File: config.mk
export PLATFORM = sky130hd
export DESIGN_NAME = rt_axis_packer
export DESIGN_NICKNAME = d
export VERILOG_FILES = /design/src/rtl/rt_pkg.sv /design/src/rtl/rt_sync_fifo.sv /design/src/rtl/rt_axis_packer.sv
export SDC_FILE = /design/constraint.sdc
export NUM_CORES = 1
export LEC_CHECK = 0
export CAP_MARGIN = 20
export CORE_MARGIN = 2
export CORE_UTILIZATION = 40
export DETAILED_ROUTE_END_ITERATION = 10
export SLEW_MARGIN = 5
export SYNTH_ARGS = -nofsm -noshare
export SYNTH_HDL_FRONTEND = slang
export SYNTH_HIERARCHICAL = 1
export SYNTH_SLANG_ARGS = --single-unit
File: constraint.sdc
create_clock -name clk -period 10.6 [get_ports clk]
set_input_delay 1.06 -clock clk [delete_from_list [all_inputs] [get_ports clk]]
set_output_delay 1.06 -clock clk [all_outputs]
set_load 0.01 [all_outputs]
File: src/rtl/rt_pkg.sv
// Shared ray-tracer output types: pixel word width, coordinate width and
// the AXI-Stream packer FIFO entry layout.
package rt_pkg;

  localparam int FP_WL           = 24;
  localparam int COORDINATE_BITS = 12;

  typedef struct packed {
    logic [FP_WL-1:0] pixel;
    logic             sof;
    logic             eol;
    logic             eof;
  } rt_axis_entry_t;

  typedef enum logic {
    S_IDLE,
    S_ACTIVE
  } frame_state_t;

endpackage

File: src/rtl/rt_sync_fifo.sv
// Synchronous FIFO with a registered head word: dout always shows the oldest
// entry and holds its last value once the FIFO drains.
module rt_sync_fifo #(
  parameter int  DEPTH   = 8,
  parameter type entry_t = logic [7:0]
) (
  input  logic                       clk,
  input  logic                       reset,
  input  logic                       push,
  input  logic                       pop,
  input  entry_t                     din,
  output entry_t                     dout,
  output logic                       full,
  output logic                       empty,
  output logic [$clog2(DEPTH):0]     count
);

  localparam int AW = $clog2(DEPTH);
  localparam int CW = AW + 1;

  entry_t        mem [DEPTH];
  logic [AW-1:0] wr_ptr;
  logic [AW-1:0] rd_ptr;
  logic [AW-1:0] rd_next;
  logic [CW-1:0] count_next;
  logic          wr_en;
  logic          rd_en;
  logic          write_is_head;

  assign full          = (count == CW'(DEPTH));
  assign empty         = (count == '0);
  assign rd_en         = pop & ~empty;
  assign wr_en         = push & (~full | rd_en);
  assign rd_next       = rd_ptr + AW'(rd_en);
  assign count_next    = count + CW'(wr_en) - CW'(rd_en);
  // The incoming word becomes the head only when nothing older survives this cycle.
  assign write_is_head = wr_en & ((count - CW'(rd_en)) == '0);

  always_ff @(posedge clk or posedge reset) begin
    if (reset) begin
      wr_ptr <= '0;
      rd_ptr <= '0;
      count  <= '0;
    end else begin
      wr_ptr <= wr_ptr + AW'(wr_en);
      rd_ptr <= rd_next;
      count  <= count_next;
    end
  end

  always_ff @(posedge clk) begin
    if (wr_en) mem[wr_ptr] <= din;
  end

  always_ff @(posedge clk or posedge reset) begin
    if (reset) begin
      dout <= '0;
    end else if (count_next != '0) begin
      dout <= write_is_head ? din : mem[rd_next];
    end
  end

endmodule

File: src/rtl/rt_axis_packer.sv
// Ray-tracer core to AXI4-Stream video packer with stall backpressure.
// Define RT_AXIS_TLAST_LINE_EN for per-line tlast; otherwise tlast marks end of frame.
module rt_axis_packer
  import rt_pkg::*;
#(
  parameter int FIFO_DEPTH  = 8,
  parameter int STALL_SLACK = 4
) (
  input  logic                       clk,
  input  logic                       reset,
  input  logic                       in_valid,
  input  logic                       in_last,
  input  logic [FP_WL-1:0]           in_pixel,
  output logic                       in_stall,
  input  logic [COORDINATE_BITS-1:0] image_width,
  output logic                       m_axis_tvalid,
  input  logic                       m_axis_tready,
  output logic [FP_WL-1:0]           m_axis_tdata,
  output logic                       m_axis_tuser,
  output logic                       m_axis_tlast,
  output logic                       frame_done,
  output logic                       overflow,
  output logic                       line_err
);

  localparam int             CW        = $clog2(FIFO_DEPTH) + 1;
  localparam logic [CW-1:0]  STALL_THR = CW'(FIFO_DEPTH - STALL_SLACK);

  rt_axis_entry_t push_entry;
  rt_axis_entry_t head;
  frame_state_t   state;
  frame_state_t   state_next;
  logic           full;
  logic           empty;
  logic           pop;
  logic           push_ok;
  logic           sof;
  logic           eol;
  logic [CW-1:0]  occ;
  logic [CW-1:0]  occ_next;

  assign pop      = ~empty & m_axis_tready;
  assign push_ok  = in_valid & (~full | pop);
  assign occ_next = occ + CW'(push_ok) - CW'(pop);

  always_comb begin
    state_next = state;
    sof        = 1'b0;
    case (state)
      S_IDLE: begin
        sof = 1'b1;
        if (push_ok && !in_last) state_next = S_ACTIVE;
      end
      S_ACTIVE: begin
        if (push_ok && in_last) state_next = S_IDLE;
      end
    endcase
  end

`ifdef RT_AXIS_TLAST_LINE_EN
  logic [COORDINATE_BITS-1:0] col;
  logic [COORDINATE_BITS-1:0] width_q;
  logic [COORDINATE_BITS-1:0] cur_width;
  logic [COORDINATE_BITS-1:0] last_col;
  logic                       at_end;

  // A zero width wraps last_col to all ones, i.e. a 2^COORDINATE_BITS line.
  assign cur_width = sof ? image_width : width_q;
  assign last_col  = cur_width - COORDINATE_BITS'(1);
  assign at_end    = (col == last_col);
  assign eol       = at_end | in_last;

  always_ff @(posedge clk or posedge reset) begin
    if (reset) begin
      col      <= '0;
      line_err <= 1'b0;
    end else if (push_ok) begin
      col <= eol ? '0 : col + COORDINATE_BITS'(1);
      if (in_last && !at_end) line_err <= 1'b1;
    end
  end

  always_ff @(posedge clk) begin
    if (push_ok && sof) width_q <= image_width;
  end
`else
  logic unused_image_width;

  assign eol                = in_last;
  assign line_err           = 1'b0;
  assign unused_image_width = ^image_width;
`endif

  always_comb begin
    push_entry.pixel = in_pixel;
    push_entry.sof   = sof;
    push_entry.eol   = eol;
    push_entry.eof   = in_last;
  end

  always_ff @(posedge clk or posedge reset) begin
    if (reset) begin
      state    <= S_IDLE;
      in_stall <= 1'b0;
      overflow <= 1'b0;
    end else begin
      state    <= state_next;
      in_stall <= (occ_next >= STALL_THR);
      if (in_valid && !push_ok) overflow <= 1'b1;
    end
  end

  rt_sync_fifo #(
    .DEPTH   (FIFO_DEPTH),
    .entry_t (rt_axis_entry_t)
  ) u_fifo (
    .clk   (clk),
    .reset (reset),
    .push  (push_ok),
    .pop   (pop),
    .din   (push_entry),
    .dout  (head),
    .full  (full),
    .empty (empty),
    .count (occ)
  );

  assign m_axis_tvalid = ~empty;
  assign m_axis_tdata  = head.pixel;
  assign m_axis_tuser  = head.sof;
  assign m_axis_tlast  = head.eol;
  assign frame_done    = pop & head.eof;

endmodule

# == After elaboration in Yosys (flattened, before gate mapping) ==
# Memory sizes are Yosys's and may differ from the RTL's.
# Index checks and enable logic that the tools add are counted.
# classes
bitwise_logic,11
n_addsub,7
eq_ne,1
n_reduce_logical,8
mux,7
order_cmp,1
# ops
op,n
2-to-1 mux 27 bit,1
subtractor 4 x 1 -> 4 bit,3
adder 4 x 1 -> 4 bit,2
zero test 4 bit,2
adder 3 x 1 -> 3 bit,2
AND 1 bit,6
2-to-1 mux 1 bit,5
"== test 4 bit, second input constant",1
">= comparator 4 x 3 -> 1 bit, second input constant",1
nonzero test 4 bit,1
logical AND 1 bit,3
inverter 1 bit,3
zero test 1 bit,2
OR 1 bit,2
one-hot mux 1 bit (2 select lines),1
# word_totals
word_cells,46
mem_count,1
register_bits,40
inputBits,41
ram_bits,216
out_inout_bits,31
# memory_table
memory,depth,word_bits,rd,rd_ports_with_merged_regs,write_ports,line_no,source
u_fifo.mem,8,27,1,0,1,rt_sync_fifo.sv:21,entry_t mem [DEPTH];

# == Logic depth before layout (Yosys ltp) ==
# depth
word_depth,9
depth_mapped,17
depth_no_buf,16

# == Hierarchy ==
# The synthesis kept the hierarchy.
# by_module_without_submodules
mod,cells_per_inst,area_each_um2,seq_area_each_um2,n_inst
rt_sync_fifo,533,10199.8,7412.1,1
rt_axis_packer,32,270.3,75.1,1

# == Worst setup path after synthesis ==
# Ideal clock, no wire load.
# synth_timing
kind,in2reg
start,input m_axis_tready
end,memory u_fifo/mem[0][0] (netlist bit) (enable)
path_stages,7
t_arrival_ns,4.562
path_slack_ns,5.559
required_ns,10.121
n_path_buf,2
setup_ns,0.479
cell_sequence,and2b_2 > inv_1 > o21ai_0 > nand2_1 > buf_2 > buf_2 > nor4_1
# synth_via
elab_chain_cells,6
# synth_lines
element,line_no,source
from (decl),rt_axis_packer.sv:17,"input logic m_axis_tready,"
AND 1 bit (*),rt_axis_packer.sv:42,assign pop = ~empty & m_axis_tready;
OR 1 bit or AND 1 bit (tied branches),"rt_axis_packer.sv:43, rt_sync_fifo.sv:32",
AND 1 bit or OR 1 bit (tied branches),"rt_axis_packer.sv:43, rt_sync_fifo.sv:33",
AND 1 bit (*),rt_sync_fifo.sv:33,assign wr_en = push & (~full | rd_en);
2-to-1 mux 1 bit (*),rt_sync_fifo.sv:52,if (wr_en) mem[wr_ptr] <= din;
2-to-1 mux 1 bit (implied by the code) (*),rt_sync_fifo.sv:52,
to (decl),rt_sync_fifo.sv:21,
# Mark *: on every way between the ends. The rest lies on a longest branch, timed or not.

# == Worst setup path after layout ==
# layout_timing
start,register u_fifo.count[2]
end,register u_fifo/dout[2] (netlist bit)
# layout_via
elab_chain_cells,9
# layout_lines
element,line_no,source
from (decl),rt_sync_fifo.sv:15,output logic [$clog2(DEPTH):0] count
from (signal assigned),rt_sync_fifo.sv:47,count <= count_next;
zero test 4 bit,rt_sync_fifo.sv:31,assign empty = (count == '0);
via empty,rt_axis_packer.sv:34,logic empty;
inverter 1 bit,rt_axis_packer.sv:42,
AND 1 bit,rt_axis_packer.sv:42,
via pop,rt_axis_packer.sv:35,logic pop;
OR 1 bit,rt_axis_packer.sv:43,assign push_ok = in_valid & (~full | pop);
AND 1 bit,rt_axis_packer.sv:43,
via push_ok,rt_axis_packer.sv:36,logic push_ok;
AND 1 bit,rt_sync_fifo.sv:33,
adder 4 x 1 -> 4 bit,rt_sync_fifo.sv:35,assign count_next = count + CW'(wr_en) - CW'(rd_en);
subtractor 4 x 1 -> 4 bit,rt_sync_fifo.sv:35,
via u_fifo.count_next[1],rt_sync_fifo.sv:25,logic [CW-1:0] count_next;
nonzero test 4 bit,rt_sync_fifo.sv:58,end else if (count_next != '0) begin
to (signal assigned),rt_sync_fifo.sv:59,dout <= write_is_head ? din : mem[rd_next];
to (decl),rt_sync_fifo.sv:12,"output entry_t dout,"
# The timed path passes the listed nets, and every way through them passes these cells.
# A chain may end at the register's enable or synchronous reset.

==> results.toml <==
[placement]
port-buffer-count = 58
place_inst = 943
dp_hpwl_microns = 11800
gp_congestion = 0.732
pre_cts_ws_ns = 4.97

[route]
wire_per_inst_microns = 21.5
remaining_drc_errors = 0
vias_per_cell = 5.36
drtAntennaViolNets = 0
first_iter_violations = 391
dr_total_vias = 5326
first_pass_iters = 4
drt-total-wl_microns = 21400

[power]
intPower_mw = 2.71
seq_power_share = 0.354
leakagePower_nw = 4.18
power.density_mw_per_mm2 = 321
p_switching_mw = 1.27
clkPwrFrac = 0.242
vdd_drop_max_v = 0.000157
power_frac_comb = 0.403
swShare = 0.319

[clock_tree]
clk_path_buf_depth = 3
clockRootBuffer = "clkbuf_16"
post-cts-setup-buffers = 0
cts_tree = "done"
ctsHoldBuffers = 0
path_clk_slew_ns = 0.06
cts-htree-levels = 1
clock-sinks = 256
clock_latency_ns = 0.53
cts_resized = 0
cts_made_buffers = 27

[critical_path]
path_common_cell = "inv_1"
slowest_stage = "mux2i_4"
path_class = "flip-flop to flip-flop"
worstSetupStartpoint = "u_fifo/count[2]"
arrival_ns = 5.69
rr_startpoint = "u_fifo/count[2]"
cp_max_fo = 30
cp.required_ns = 11.02
max_stage_delay_ns = 0.67
cp-end-kind = "flip-flop"
crit_chain = "inv_1 -> ha_1 -> and3_1 -> and2b_2 -> o21ai_1 -> inv_1 -> or3_1 -> o21ai_0 -> ha_1 -> inv_1 -> fa_1 -> inv_1 -> or4b_1 -> mux2i_4 -> buf_4 -> nand2_1 -> o31ai_1"
critPathLaunchType = "flip-flop"

[sta]
setup_viol = 0
fmax_mhz = 190
skew_ns = 0.0134
worst_slew_pin_slew_ns = 0.830
whs_ns = 0.457
drv_slew = 0
period_share = 0.497
maxSlewHeadroom = 0.435
fin_ws_ns = 5.34
finalCriticalPeriod_ns = 5.26
rsz0062_at_grt = "false"
fin_tns_setup_ns = 0
hold_violations = 0

[logic_synthesis]
ys_ff_latch = 256
syn_nets = 621
synth_top_area_frac = 0.620
synth_most_common_cell = "edfxtp_1"
ys_seq_area_frac = 0.715
async_reset_ff_frac = 0.156
synthCells = 565
avgSynthCellArea_sq_um = 18.5
ys_types = 45
synth_common_cells = "edfxtp_1, mux4_2, dfrtp_1"
synth.area.top_cells = "edfxtp_1, mux4_2, dfrtp_1, mux2i_1, o21a_1"
ys_warn_count = 6
yosysTopAreaCell = "edfxtp_1"
synthesis.area_sq_mm = 0.0105
ys.flop_type = "edfxtp_1"
synth_edf_count = 216

[global_routing]
grt_max_degree = 58
grt_pass1_wl_microns = 33200
grt_pass1_vias = 5652
grt_antenna_before_repair = 0
overflow = 0
grt_usage = 0.155

[floorplanning]
row_count = 59
die_w_microns = 166
dieArea_sq_mm = 0.0275
die_y_microns = 166
initial_core_util = 0.404
io_pins = 72
core_sq_mm = 0.0259

[run]
cap_violations = 0

[layout]
fin_util = 0.478
drive_above_1_share = 0.202
final_cells = 993
final_nets = 693
num_antenna_cells = 0
area_growth_pct = 18.4

[worst_hold_path]
hold_class = "flip-flop to flip-flop"
hold_start = "overflow"

[run_status]
status = "completed"
[layer usage]
metal | global-route usage | wire, microns
met5 | 0 | 0
met4 | 0.0378 | 430
met3 | 0.0238 | 961
met2 | 0.259 | 10400
met1 | 0.218 | 9610
[flip-flops by register name, indices dropped and copies added (netlist names), named ones only]
register	cells
u_fifo/mem	216
u_fifo/count	4
u_fifo/wr_ptr	3
u_fifo/dout	27
overflow	1
u_fifo/rd_ptr	3
in_stall	1
[power groups by stage]
| stage | Clock (mW) | Combinational [mW] | Sequential [mW] |
|---|---|---|---|
| 2_1_floorplan | 0 | 1.18 | 1.43 |
| 3_3_place_gp | 0 | 1.61 | 1.42 |
| 3_5_place_dp | 0 | 1.64 | 1.43 |
| 4_1_cts | 0.988 | 1.64 | 1.41 |
| 5_1_grt | 1.02 | 1.75 | 1.43 |
| 6_report | 0.962 | 1.60 | 1.41 |
[layout make-up]
class                      count  area (sq um)
clock inverter                14           174
sequential                   256          7490
fill                        2163         13500
multi-input combinational    258          2790
inverter                      20          75.1
clock buffer                  36           749
tap                          335           419
timing repair buffer          74           701
[cells in the final DEF (no fill, tap or decap), drive strengths merged, types with 4 or more instances in the layout]
| cell | netlist | routed |
|---|---|---|
| mux2i | 28 | 28 |
| mux4 | 54 | 54 |
| nand2 | 30 | 30 |
| dfrtp | 40 | 40 |
| xnor2 | 5 | 5 |
| nor2 | 4 | 4 |
| o21a | 27 | 27 |
| bufinv | 0 | 4 |
| clkbuf | 11 | 36 |
| nor3 | 31 | 31 |
| o21ai | 5 | 5 |
| inv | 20 | 20 |
| clkdlybuf4s50 | 0 | 58 |
| nand2b | 6 | 6 |
| edfxtp | 216 | 216 |
| buf | 20 | 16 |
| clkinv | 0 | 9 |
| o31ai | 27 | 27 |
| ha | 14 | 14 |
[cell families after synthesis]
logic type	count (synthesis)	share of synthesized area
other	1	0.000358
AND/OR/NAND/NOR	87	0.0423
buffers and inverters	51	0.0257
XOR/XNOR	6	0.00645
flip-flops	256	0.715
AO/OA/AOI/OAI	67	0.0473
multiplexers	82	0.144
adder cells (fa/ha/maj)	15	0.0186
[final timing paths]
| check | endpoint | slack [ns] | depth (start not counted) |
|---|---|---|---|
| max in group asynchronous | u_fifo/dout[26] | 9.17 | 3 |
| setup reg to reg | u_fifo/dout[2] | 5.34 | 17 |
| min in group asynchronous | asynchronous set/reset pin | 0.76 | 2 |
| hold reg to reg | overflow | 0.46 | 1 |
| hold / removal | overflow | 0.46 | 1 |
| setup / recovery | u_fifo/dout[2] | 5.34 | 17 |
[per-stage QoR]
step	total power, mW	area, sq um
after detailed placement	3.07	11500
final	3.97	12400
after CTS	4.04	12400
after global placement	3.03	11500
after global routing	4.20	12400
after floorplan	2.61	10500
[worst max-delay path, delay by kind of cell (launching register included)]
kind                       cells  cell delay (ns)
AOI/OAI and AO/OA              3             0.52
muxes                          1             0.67
adders and majority gates      3             0.91
DFF                            1             0.42
buffers and inverters          5             0.94
and+or+nand+nor                5             1.68
No activity file was read; power rests on OpenSTA's default activity.
==> RTL edit: new RTL, config.mk and constraints unchanged <==
`FIFO_DEPTH`: 8 -> 16.
--- a/src/rtl/rt_axis_packer.sv
+++ b/src/rtl/rt_axis_packer.sv
@@ -4,5 +4,5 @@
   import rt_pkg::*;
 #(
-  parameter int FIFO_DEPTH  = 8,
+  parameter int FIFO_DEPTH  = 16,
   parameter int STALL_SLACK = 4
 ) (
Function: changed (a bounded check fails within 10 cycles, from zero or initial values and one cycle with reset high).
==> RTL edit against the unedited design <==
Maximum frequency rose by 8.0%. Count of clock-buffer cells in the layout rose by 32. Total power rose by 66%. Synthesized area rose by 78%. Wire length rose by 85%. Design area rose by 76%. Combinational power rose by 49%. Critical endpoint is now u_fifo/dout[7]. Sequential cell count rose by 219. Hold slack improved by 0.0090 ns. Largest power group is now registers. Setup slack improved by 0.39 ns. First-iteration DRC count rose by 130%.
==> RTL edit: results (changes against the unedited design) <==
| Metric | Value |
|---|---|
| Slowest Stage Delay on Critical Path | `0.88 ns (+0.21 ns)` |
| Peak supply drop | `191 µV (+22%)` |
| R2R Path End | `u_fifo/dout[7]` |
| Sw Share | `31.5% (-0.33 points)` |
| Ratio of cells with drive above 1 in the final layout | `22.5% (+2.3 points)` |
| Post-DP HPWL | `20900 µm (+78%)` |
| Clk_lat worst skew | `0.59 ns (+0.06 ns)` |
| Status | `complete, no violations` |
| Syn nets | `976 (+57%)` |
| Post-synth top cells | `edfxtp_1, mux4_2, a22oi_1, nor2_1, dfrtp_1` |
| Ranking of synthesized cells by area | `edfxtp_1, mux4_2, dfrtp_1` |
| Fillcell total | `3888 (+80%)` |
| Unique cell type count in the Yosys netlist | `44 (-2.2%)` |
| Reg-to-reg setup timing slack | `5.73 ns (+0.39 ns)` |
| DR WL/cell | `24.0 µm (+11%)` |
| First-pass GRT wire length | `59200 µm (+78%)` |
| Largest net degree at the start of global routing | `64 (+10%)` |
| R2R cell count | `14 (-3)` |
| Slew headroom | `26.6% (-17 points)` |
| Sequential-to-total area share from yosys stat | `75.4% (+3.9 points)` |
| Top Registers | `u_fifo/mem: 432 flops, u_fifo/dout: 27 flops, u_fifo/count: 5 flops` |
| Slowest cell on crit path | `buf_4` |
| Num CTS Buffers | `49 (+81%)` |
| Vias in the first global route | `9359 (+66%)` |
| P_leak | `0.00711 µW (+70%)` |
| GRT Util Overall | `16.8% (+1.3 points)` |
| Via count | `8975 (+69%)` |
| Final GP Congestion | `0.735 (+0.34%)` |
| Worst Skew | `0.0156 ns (+0.00221 ns)` |
| Nets | `1062 (+53%)` |
| FFs w/ async S/R, synth | `9.05% (-6.6 points)` |
| Post-synth EDFFs | `432 (+100%)` |
| Worst Path Max Fanout | `63 (+110%)` |
| H-Tree Depth | `2 (+1)` |
[RTL edit: changes by cell type after synthesis, sizes merged, moves of 44 or more]
cell    change
a22oi      +54
edfxtp    +216
mux4       +54
nor2       +44
[RTL edit: critical path, delay by kind of cell, from the launching register on]
family                   cells  cell delay (ns)
buffers and inverters        4             1.17
flip-flops                   1             0.45
AND/OR/NAND/NOR              3             0.91
AO/OA/AOI/OAI                3             0.55
multiplexers                 1             0.41
adder cells (fa/ha/maj)      3             1.16
[RTL edit: how the worst max path moves through the flow]
stage,cells past startpoint,to
after CTS,13,u_fifo/dout[5]
after global placement,10,u_fifo/dout[5]
final,14,u_fifo/dout[7]
after global routing,13,u_fifo/dout[5]
after detailed placement,10,u_fifo/dout[5]
after floorplan,7,u_fifo/mem[0][0]
[RTL edit: cell families (layout without fill, tap and decap cells)]
family / Yosys count / in the layout / synth area share, %
AND/OR/NAND/NOR: 111 / 111 / 2.91
adder cells (fa/ha/maj): 19 / 19 / 1.36
other: 1 / 1 / 0.0201
multiplexers: 109 / 109 / 13.1
buffers and inverters: 69 / 196 / 1.90
flip-flops: 475 / 475 / 75.4
XOR/XNOR: 12 / 12 / 0.705
AO/OA/AOI/OAI: 120 / 120 / 4.61
[RTL edit: layout make-up]
type	instances	area, µm²	area share [%]
Sequential cell	475	14000	64.6
Multi-Input combinational cell	372	4370	20.1
Clock buffer	68	1340	6.15
Timing Repair Buffer	81	843	3.88
Tap cell	607	759	3.49
Clock inverter	24	318	1.46
Inverter	23	86.3	0.397
[RTL edit: per-stage QoR]
stage	setup slack [ns]	instance area [µm²]	cells	hold slack (ns)
after detailed placement	5.54	20000	1553	0.456
after global routing	5.31	21800	1650	0.486
after CTS	5.70	21600	1645	0.470
after global placement	5.51	20000	1553	0.458
final	5.73	21800	1650	0.466
after floorplan	6.49	18600	916	0.472
[RTL edit: routing by layer]
| metal | part of all wire, % | GRT usage (%) | vias up |
|---|---|---|---|
| met1 | 45 | 23.5 | 4755 |
| met3 | 4.9 | 2.75 | 49 |
| li1 | - | - | 3931 |
| met5 | 0 | 0 | - |
| met2 | 49 | 27.6 | 240 |
| met4 | 1.7 | 4.61 | 0 |
[RTL edit: power by group through the flow]
stage	registers (µW)	clock network [µW]	logic, µW
after global placement	2460	0	2400
after global routing	2450	1870	2610
after detailed placement	2470	0	2420
after floorplan	2460	0	1740
final	2430	1760	2390
after CTS	2430	1800	2430
